<file path="config.mk">
export PLATFORM = sky130hd
export DESIGN_NAME = instruction_fetch_unit_flat
export DESIGN_NICKNAME = d
export VERILOG_FILES = /design/src/rtl/instruction_fetch_unit_pkg.sv /design/src/rtl/instruction_fetch_unit_if.sv /design/src/rtl/instruction_fetch_unit.sv /design/src/flat_wrapper.sv
export SDC_FILE = /design/constraint.sdc
export NUM_CORES = 1
export LEC_CHECK = 0
export ABC_CLOCK_PERIOD_IN_PS = 4100
export BUFFER_PORTS_ARGS = -buffer_cell sky130_fd_sc_hd__buf_2
export CAP_MARGIN = 40
export CELL_PAD_IN_SITES_DETAIL_PLACEMENT = 1
export CELL_PAD_IN_SITES_GLOBAL_PLACEMENT = 1
export CORE_MARGIN = 1.5
export CORE_UTILIZATION = 35
export CTS_BUF_LIST = sky130_fd_sc_hd__clkbuf_16
export DETAILED_ROUTE_END_ITERATION = 12
export PLACE_DENSITY = 0.66
export SLEW_MARGIN = 20
export SYNTH_ARGS = -nofsm -noshare
export SYNTH_HDL_FRONTEND = slang
export SYNTH_SLANG_ARGS = --single-unit
</file>
<file path="constraint.sdc">
create_clock -name if_clk -period 4.1 [get_ports if_clk]
set_input_delay 0.82 -clock if_clk [delete_from_list [all_inputs] [get_ports if_clk]]
set_output_delay 0.82 -clock if_clk [all_outputs]
set_load 0.05 [all_outputs]
</file>
<file path="src/rtl/instruction_fetch_unit_pkg.sv">
// Shared fetch-stage types and constants used by the instruction fetch unit,
// its memory interface and the test bench.
package riscv_fetch_pkg;

  typedef enum logic [1:0] {
    IDLE,
    REQ,
    WAIT,
    HOLD
  } fetch_state_t;

  localparam int          INSTR_WIDTH = 32;
  localparam logic [31:0] PC_INCR     = 32'd4;
  localparam logic [31:0] NOP_INSTR   = 32'h0000_0013;

endpackage

</file>
<file path="src/rtl/instruction_fetch_unit_if.sv">
// Instruction memory port: valid/ready request channel plus a valid-only
// response channel (one outstanding request at a time).
interface instruction_fetch_unit_if;
  import riscv_fetch_pkg::*;

  logic                   imem_req_valid;
  logic                   imem_req_ready;
  logic [INSTR_WIDTH-1:0] imem_addr;
  logic                   imem_rsp_valid;
  logic [INSTR_WIDTH-1:0] imem_rsp_data;

  modport master (
    output imem_req_valid,
    output imem_addr,
    input  imem_req_ready,
    input  imem_rsp_valid,
    input  imem_rsp_data
  );

  modport slave (
    input  imem_req_valid,
    input  imem_addr,
    output imem_req_ready,
    output imem_rsp_valid,
    output imem_rsp_data
  );

endinterface

</file>
<file path="src/rtl/instruction_fetch_unit.sv">
// Instruction fetch unit: owns the PC, fetches one word at a time from imem and
// writes it into the instruction register, honouring decode stalls and redirects.
module instruction_fetch_unit
  import riscv_fetch_pkg::*;
#(
  parameter logic [31:0] RESET_PC = 32'h0000_0000,
  parameter int          XLEN     = 32
) (
  input  logic                     if_clk,
  input  logic                     if_rst_n,
  input  logic                     fetch_en,
  input  logic                     ir_stall,
  input  logic                     redirect_valid,
  input  logic [XLEN-1:0]          redirect_pc,
  instruction_fetch_unit_if.master imem,
  output logic [INSTR_WIDTH-1:0]   ir_data,
  output logic                     ir_wr_en,
  output logic [XLEN-1:0]          ir_pc,
  output logic                     misalign_err
);

  fetch_state_t           state, next_state;
  logic [XLEN-1:0]        pc, next_pc;
  logic [XLEN-1:0]        req_pc, next_req_pc;
  logic                   discard, next_discard;
  logic [INSTR_WIDTH-1:0] hold_data;
  logic [XLEN-1:0]        hold_pc;

  logic                   handshake;
  logic                   deliver;
  logic                   capture;
  logic [INSTR_WIDTH-1:0] deliver_data;
  logic [XLEN-1:0]        deliver_pc;
  fetch_state_t           resume_state;

  // Normal sequencing first; a redirect then overrides pc and cancels any
  // delivery or capture of a word that belongs to the old instruction stream.
  always_comb begin
    next_state   = state;
    next_pc      = pc;
    next_req_pc  = req_pc;
    next_discard = discard;
    deliver      = 1'b0;
    capture      = 1'b0;
    deliver_data = hold_data;
    deliver_pc   = hold_pc;
    handshake    = (state == REQ) && imem.imem_req_ready;
    resume_state = fetch_en ? REQ : IDLE;

    case (state)
      IDLE: begin
        if (fetch_en) next_state = REQ;
      end
      REQ: begin
        if (handshake) begin
          next_req_pc = pc;
          next_pc     = pc + PC_INCR;
          next_state  = WAIT;
        end else if (!fetch_en) begin
          next_state = IDLE;
        end
      end
      WAIT: begin
        if (imem.imem_rsp_valid) begin
          if (discard) begin
            next_discard = 1'b0;
            next_state   = resume_state;
          end else if (!ir_stall) begin
            deliver      = 1'b1;
            deliver_data = imem.imem_rsp_data;
            deliver_pc   = req_pc;
            next_state   = resume_state;
          end else begin
            capture    = 1'b1;
            next_state = HOLD;
          end
        end
      end
      HOLD: begin
        if (!ir_stall) begin
          deliver    = 1'b1;
          next_state = resume_state;
        end
      end
      default: next_state = IDLE;
    endcase

    if (redirect_valid) begin
      next_pc = {redirect_pc[XLEN-1:2], 2'b00};
      deliver = 1'b0;
      capture = 1'b0;
      case (state)
        REQ: begin
          if (handshake) begin
            next_discard = 1'b1;
            next_state   = WAIT;
          end else begin
            next_state = REQ;
          end
        end
        WAIT: begin
          if (imem.imem_rsp_valid) begin
            next_discard = 1'b0;
            next_state   = resume_state;
          end else begin
            next_discard = 1'b1;
            next_state   = WAIT;
          end
        end
        HOLD:    next_state = resume_state;
        default: ;
      endcase
    end
  end

  // Every output is registered from the next-state values, so imem_req_valid
  // tracks the REQ state exactly and imem_addr always shows the live pc.
  always_ff @(posedge if_clk or negedge if_rst_n) begin
    if (!if_rst_n) begin
      state               <= IDLE;
      pc                  <= RESET_PC;
      req_pc              <= RESET_PC;
      discard             <= 1'b0;
      hold_data           <= NOP_INSTR;
      hold_pc             <= '0;
      imem.imem_req_valid <= 1'b0;
      imem.imem_addr      <= RESET_PC;
      ir_data             <= '0;
      ir_wr_en            <= 1'b0;
      ir_pc               <= '0;
      misalign_err        <= 1'b0;
    end else begin
      state               <= next_state;
      pc                  <= next_pc;
      req_pc              <= next_req_pc;
      discard             <= next_discard;
      if (capture) begin
        hold_data <= imem.imem_rsp_data;
        hold_pc   <= req_pc;
      end
      imem.imem_req_valid <= (next_state == REQ);
      imem.imem_addr      <= next_pc;
      ir_wr_en            <= deliver;
      if (deliver) begin
        ir_data <= deliver_data;
        ir_pc   <= deliver_pc;
      end
      misalign_err        <= redirect_valid && (redirect_pc[1:0] != 2'b00);
    end
  end

endmodule

</file>
<file path="src/flat_wrapper.sv">
// flat-port wrapper written by rule: the top's interface ports become plain ports
module instruction_fetch_unit_flat import riscv_fetch_pkg::*;
#(
  parameter logic [31:0] RESET_PC = 32'h0000_0000,
  parameter int          XLEN     = 32
)
  (if_clk, if_rst_n, fetch_en, ir_stall, redirect_valid, redirect_pc, ir_data, ir_wr_en, ir_pc, misalign_err, imem_imem_req_valid, imem_imem_addr, imem_imem_req_ready, imem_imem_rsp_valid, imem_imem_rsp_data);
  instruction_fetch_unit_if imem_i ();
  input  logic if_clk;
  input  logic if_rst_n;
  input  logic fetch_en;
  input  logic ir_stall;
  input  logic redirect_valid;
  input  logic [XLEN-1:0] redirect_pc;
  output logic [INSTR_WIDTH-1:0] ir_data;
  output logic ir_wr_en;
  output logic [XLEN-1:0] ir_pc;
  output logic misalign_err;
  output wire logic [$bits(imem_i.imem_req_valid)-1:0] imem_imem_req_valid;
  output wire logic [$bits(imem_i.imem_addr)-1:0] imem_imem_addr;
  input wire logic [$bits(imem_i.imem_req_ready)-1:0] imem_imem_req_ready;
  input wire logic [$bits(imem_i.imem_rsp_valid)-1:0] imem_imem_rsp_valid;
  input wire logic [$bits(imem_i.imem_rsp_data)-1:0] imem_imem_rsp_data;
  assign imem_imem_req_valid = imem_i.imem_req_valid;
  assign imem_imem_addr = imem_i.imem_addr;
  assign imem_i.imem_req_ready = imem_imem_req_ready;
  assign imem_i.imem_rsp_valid = imem_imem_rsp_valid;
  assign imem_i.imem_rsp_data = imem_imem_rsp_data;
  instruction_fetch_unit #(.RESET_PC(RESET_PC), .XLEN(XLEN)) u_core (.if_clk(if_clk), .if_rst_n(if_rst_n), .fetch_en(fetch_en), .ir_stall(ir_stall), .redirect_valid(redirect_valid), .redirect_pc(redirect_pc), .imem(imem_i), .ir_data(ir_data), .ir_wr_en(ir_wr_en), .ir_pc(ir_pc), .misalign_err(misalign_err));
endmodule
</file>
# Word-level counts from Yosys, hierarchy flattened
# Cells that the tools add are included.
# W data, S select, Z words.
# op_classes
add_sub_neg	1
n_mul	0
div_mod_pow	0
magnitude_cmp	0
n_eq_ne	4
shifts	0
muxes	40
bitwise_logic	0
n_reduce_logical	8
# ops
operator	count
$mux W32	11
$add A32 B3 Y32 const B	1
$mux W2	10
$mux W1	15
$pmux W2 S4	1
$pmux W2 S3	1
$reduce_bool A2 Y1	3
$eq A2 B1 Y1 const B	2
$eq A2 B2 Y1 const B	2
$pmux W1 S2	2
$reduce_and A2 Y1	2
$logic_and A1 B1 Y1	2
$logic_not A2 Y1	1
# totals
reg_bits	198
latch_bits	0
ramBits	0
mem_bits_ro	0
input_bits	71
wordCells	64
memories	0

# Depth between registers and ports, before layout
# depth
ltp_word	8
mapped_depth	8
mapped_depth_nobuf	6

# Least setup slack after synthesis
# OpenSTA, ideal clock, no wires.
# synth_timing
path_kind	register to register
from	reg u_core.imem.imem_addr[12] (netlist name)
to	reg u_core.imem.imem_addr[26]
setup_ns	0.082
arrival_time_ns	2.205
path_slack_ns	1.813
path_stages_with_launch	6
synth_period_minus_slack_ns	2.287
path_cell_list	dfrtp_1 > nand4_2 > or4_4 > buf_6 > or4_1 > a31oi_1
# synth_rtl
item	line	text
end signal: assignment	instruction_fetch_unit.sv:142	imem.imem_addr <= next_pc;
end: declaration	instruction_fetch_unit_if.sv:14	output imem_addr,

# Worst setup path after layout
# layout_timing
from	reg u_core.state[1]
to	reg u_core.imem.imem_addr[29]
# layout_between
elab_chain_cells	4
# layout_lines
item	line	text
start: declaration	instruction_fetch_unit.sv:22	fetch_state_t state, next_state;
start signal: assignment	instruction_fetch_unit.sv:133	state <= next_state;
$eq A2 B1 Y1 (*)	instruction_fetch_unit.sv:47, instruction_fetch_unit.sv:50	
$logic_and A1 B1 Y1	instruction_fetch_unit.sv:47	handshake = (state == REQ) && imem.imem_req_ready;
$reduce_bool A2 Y1 (no line)	--	
$reduce_and A2 Y1 (no line) (*)	--	
# Every way passes the cells marked *; elsewhere a longest branch is shown, timed or not.
# A chain may end at the register's enable or synchronous reset.

==> results.txt <==
vias in the first global route: 6038
RePlAce Congestion: 0.7546
PostCTS Resize Cnt: 0
Ys Warns: 0
crit path DAT: 2940 ps
DRT iter0 DRCs: 187
DRC: 0
Ports: 170
sequential area share after synthesis: 0.5642
clock-pin transition on the worst setup and hold timing paths: 70 ps
total track usage: 0.1712
worst hold path type: in2async
WL/cell: 16.84 um
Post-Layout Cell Count: 1215
CP cell instances: inv_1 > ha_1 > nand2_1 > or4_1 > or4_1 > a31oi_1
Synth Instances: 735
routed wire length: 20470 um
clock network power share: 0.218
number of synthesized flops with an enable pin: 0
delay of the slowest critical-path stage: 780 ps
Clock Latency Late Sink: 430 ps
number of vias per cell: 4.951
Synth Register Bits: 190
die area: 25040 um2
TNS Setup: 0 ps
Comb power frac: 0.378
RSZ-0062 raised after global routing: no
post-synth top area share: 0.5549
Layout area overhead: 21.14%
pwr dens: 758.0 nW/um2
hold buffer count at cts: 0
share of flip-flops with an asynchronous set or reset: 1.000
share of layout cells above drive strength 1: 0.3348
Internal Power: 4.553 mW
crit-path most repeated cell: or4_1
Fmax achieved: 385.1 MHz
via count: 6015
hold violation total from the final report: 0
peak supply drop: 0.0002410 V
Buf+Inv Stages, Crit Path: 1
slowest CP cell: or4_1
Slew Viols, Final: 0
Mean Syn Cell Area: 11.47 um2
most common cell in the netlist: dfrtp_1
ant diodes: 0
largest net degree at the start of global routing: 126
commonest cells in the netlist: dfrtp_1 (187), nand2_1 (98), mux2_2 (86), o21ai_0 (82), mux2i_1 (64)
clk sinks: 190
worst hold margin: 417.6 ps
headroom to the max-slew limit: 0.5229
Die Width: 158.2 um
Final period util: 0.6333
antenna viol nets, final: 0
Min Clock Period, post-route: 2597 ps
core footprint: 23540 um2
Max Cap Viol: 0
TritonCTS clock tree: yes
Post-Place Cells: 1183
Crit Path Max Fanout: 15
global-route wire length before repair: 32870 um
H-Tree Depth: 4
Required @ worst endpoint: 4450 ps
Num CTS Buffers: 17
Slew @ Worst Pin: 715.7 ps
largest area contributor in the netlist: dfrtp_1
Die Ht: 158.2 um
PortBufs: 165
WS Path Type: reg2reg
largest cells by area after synthesis: dfrtp_1 (55%), mux2_2 (11%), mux2i_1 (7.6%)
row cnt: 56
post-synth cell types: 44
final setup violation count: 0
CP endpoint kind: flip-flop
Sequential Power Share: 0.404
first-pass detailed-route iteration total: 4
kind of cell adding the most delay to the critical path: simple AND/OR/NAND/NOR gates
Nets: 960
CP Launch Type: flip-flop
Switching Share: 0.4120
Setup Skew: 13.61 ps
ys flop type: dfrtp_1
Detail Placement HPWL: 14300 um
Clock Tree Root: clkbuf_16
CTS max path bufs: 2
Mapped Area: 8433 um2
NetSw: 3.191 mW
status: complete, no violations
initial antenna violation count: 0
Overflow after GRT: 0
P_leak: 4.605 nW
post-CTS setup buffers: 0
Initial Utilization: 0.3582
## final timing paths
| path | endpoint | cells past startpoint | from | slack (ps) |
|---|---|---|---|---|
| max in group asynchronous | u_core.hold_data[4] | 2 | if_rst_n | 2710 |
| min reg2reg | u_core.ir_pc[16] | 2 | u_core.ir_pc[16] | 470 |
| min in group if_clk | u_core.ir_pc[16] | 2 | u_core.ir_pc[16] | 470 |
| max reg2reg | u_core.imem.imem_addr[29] | 6 | u_core.state[1] | 1500 |
| min | u_core.imem.imem_addr[27] | 1 | if_rst_n | 420 |
| max | u_core.imem.imem_addr[29] | 6 | u_core.state[1] | 1500 |
## worst reg2reg max path: cells and delay by family, from the launching register on
family	cells	cell delay, ps
fa+ha+maj	1	360
flops	1	430
buf+inv	1	120
compound gates	1	170
simple gates	3	1430
## power groups by stage
stage	Combinational, mW	Sequential (mW)	Clock (mW)
2_1_floorplan	1.12	4.16	0
3_3_place_gp	2.89	3.14	0
3_5_place_dp	2.96	3.18	0
4_1_cts	2.97	3.14	1.74
5_1_grt	3.18	3.25	1.82
6_report	2.93	3.13	1.69
## flip-flops by register name, indices dropped and copies added (netlist names)
register and cells:
u_core.hold_data 32, u_core.ir_data 32, u_core.hold_pc 30, u_core.req_pc 30, u_core.ir_pc 30, u_core.ir_wr_en 1
u_core.state 2, u_core.discard 1, u_core.misalign_err 1, u_core.imem.imem_addr 30, u_core.imem.imem_req_valid 1
## layout by cell type, fill, tap and decap left out, types with 9 or more instances in the layout
| cell | count |
|---|---|
| or4_1 | 17 |
| nor2_1 | 21 |
| clkbuf_16 | 17 |
| o31ai_1 | 13 |
| xnor2_1 | 9 |
| nand3_1 | 14 |
| o21ai_0 | 82 |
| a31oi_1 | 17 |
| mux2i_1 | 64 |
| nand4_1 | 10 |
| nand2_1 | 98 |
| inv_1 | 12 |
| dfrtp_1 | 187 |
| mux2_2 | 86 |
| buf_2 | 164 |
## through the flow
step	setup slack (ps)	instance area [um2]	power [mW]	utilization
2_1_floorplan	1813	8444	5.280	-
4_1_cts	1497	10220	7.854	0.4339
6_report	1503	10220	7.744	0.4339
3_3_place_gp	1392	9613	6.029	0.4083
5_1_grt	1283	10220	8.246	0.4339
3_5_place_dp	1361	9620	6.141	0.4086
## final cells by class
type	instances	area (um2)
Fill cell	2626	13330
Clock buffer	17	425.4
Tap cell	319	399.1
Clock inverter	15	170.2
Timing Repair Buffer	176	979.7
Inverter	10	37.54
Multi-Input combinational cell	488	3446
Sequential cell	190	4758
## routing by layer
layer	wire length, um	GRT usage	part of all wire	vias to the layer above
li1	-	-	-	2896
met1	10100	0.2449	0.49	2982
met2	9372	0.2643	0.46	118
met3	718	0.02847	0.035	19
met4	275	0.05385	0.013	0
met5	0	0	0	-
## cells by family after synthesis
| group | share of synthesized area |
|---|---|
| mux | 0.1908 |
| fa+ha+maj | 0.008902 |
| buf+inv | 0.03056 |
| flops | 0.5642 |
| xor+xnor | 0.01143 |
| other cells | 0.0004447 |
| compound gates | 0.08264 |
| simple gates | 0.1110 |
Power figures use the tool's default switching activity.
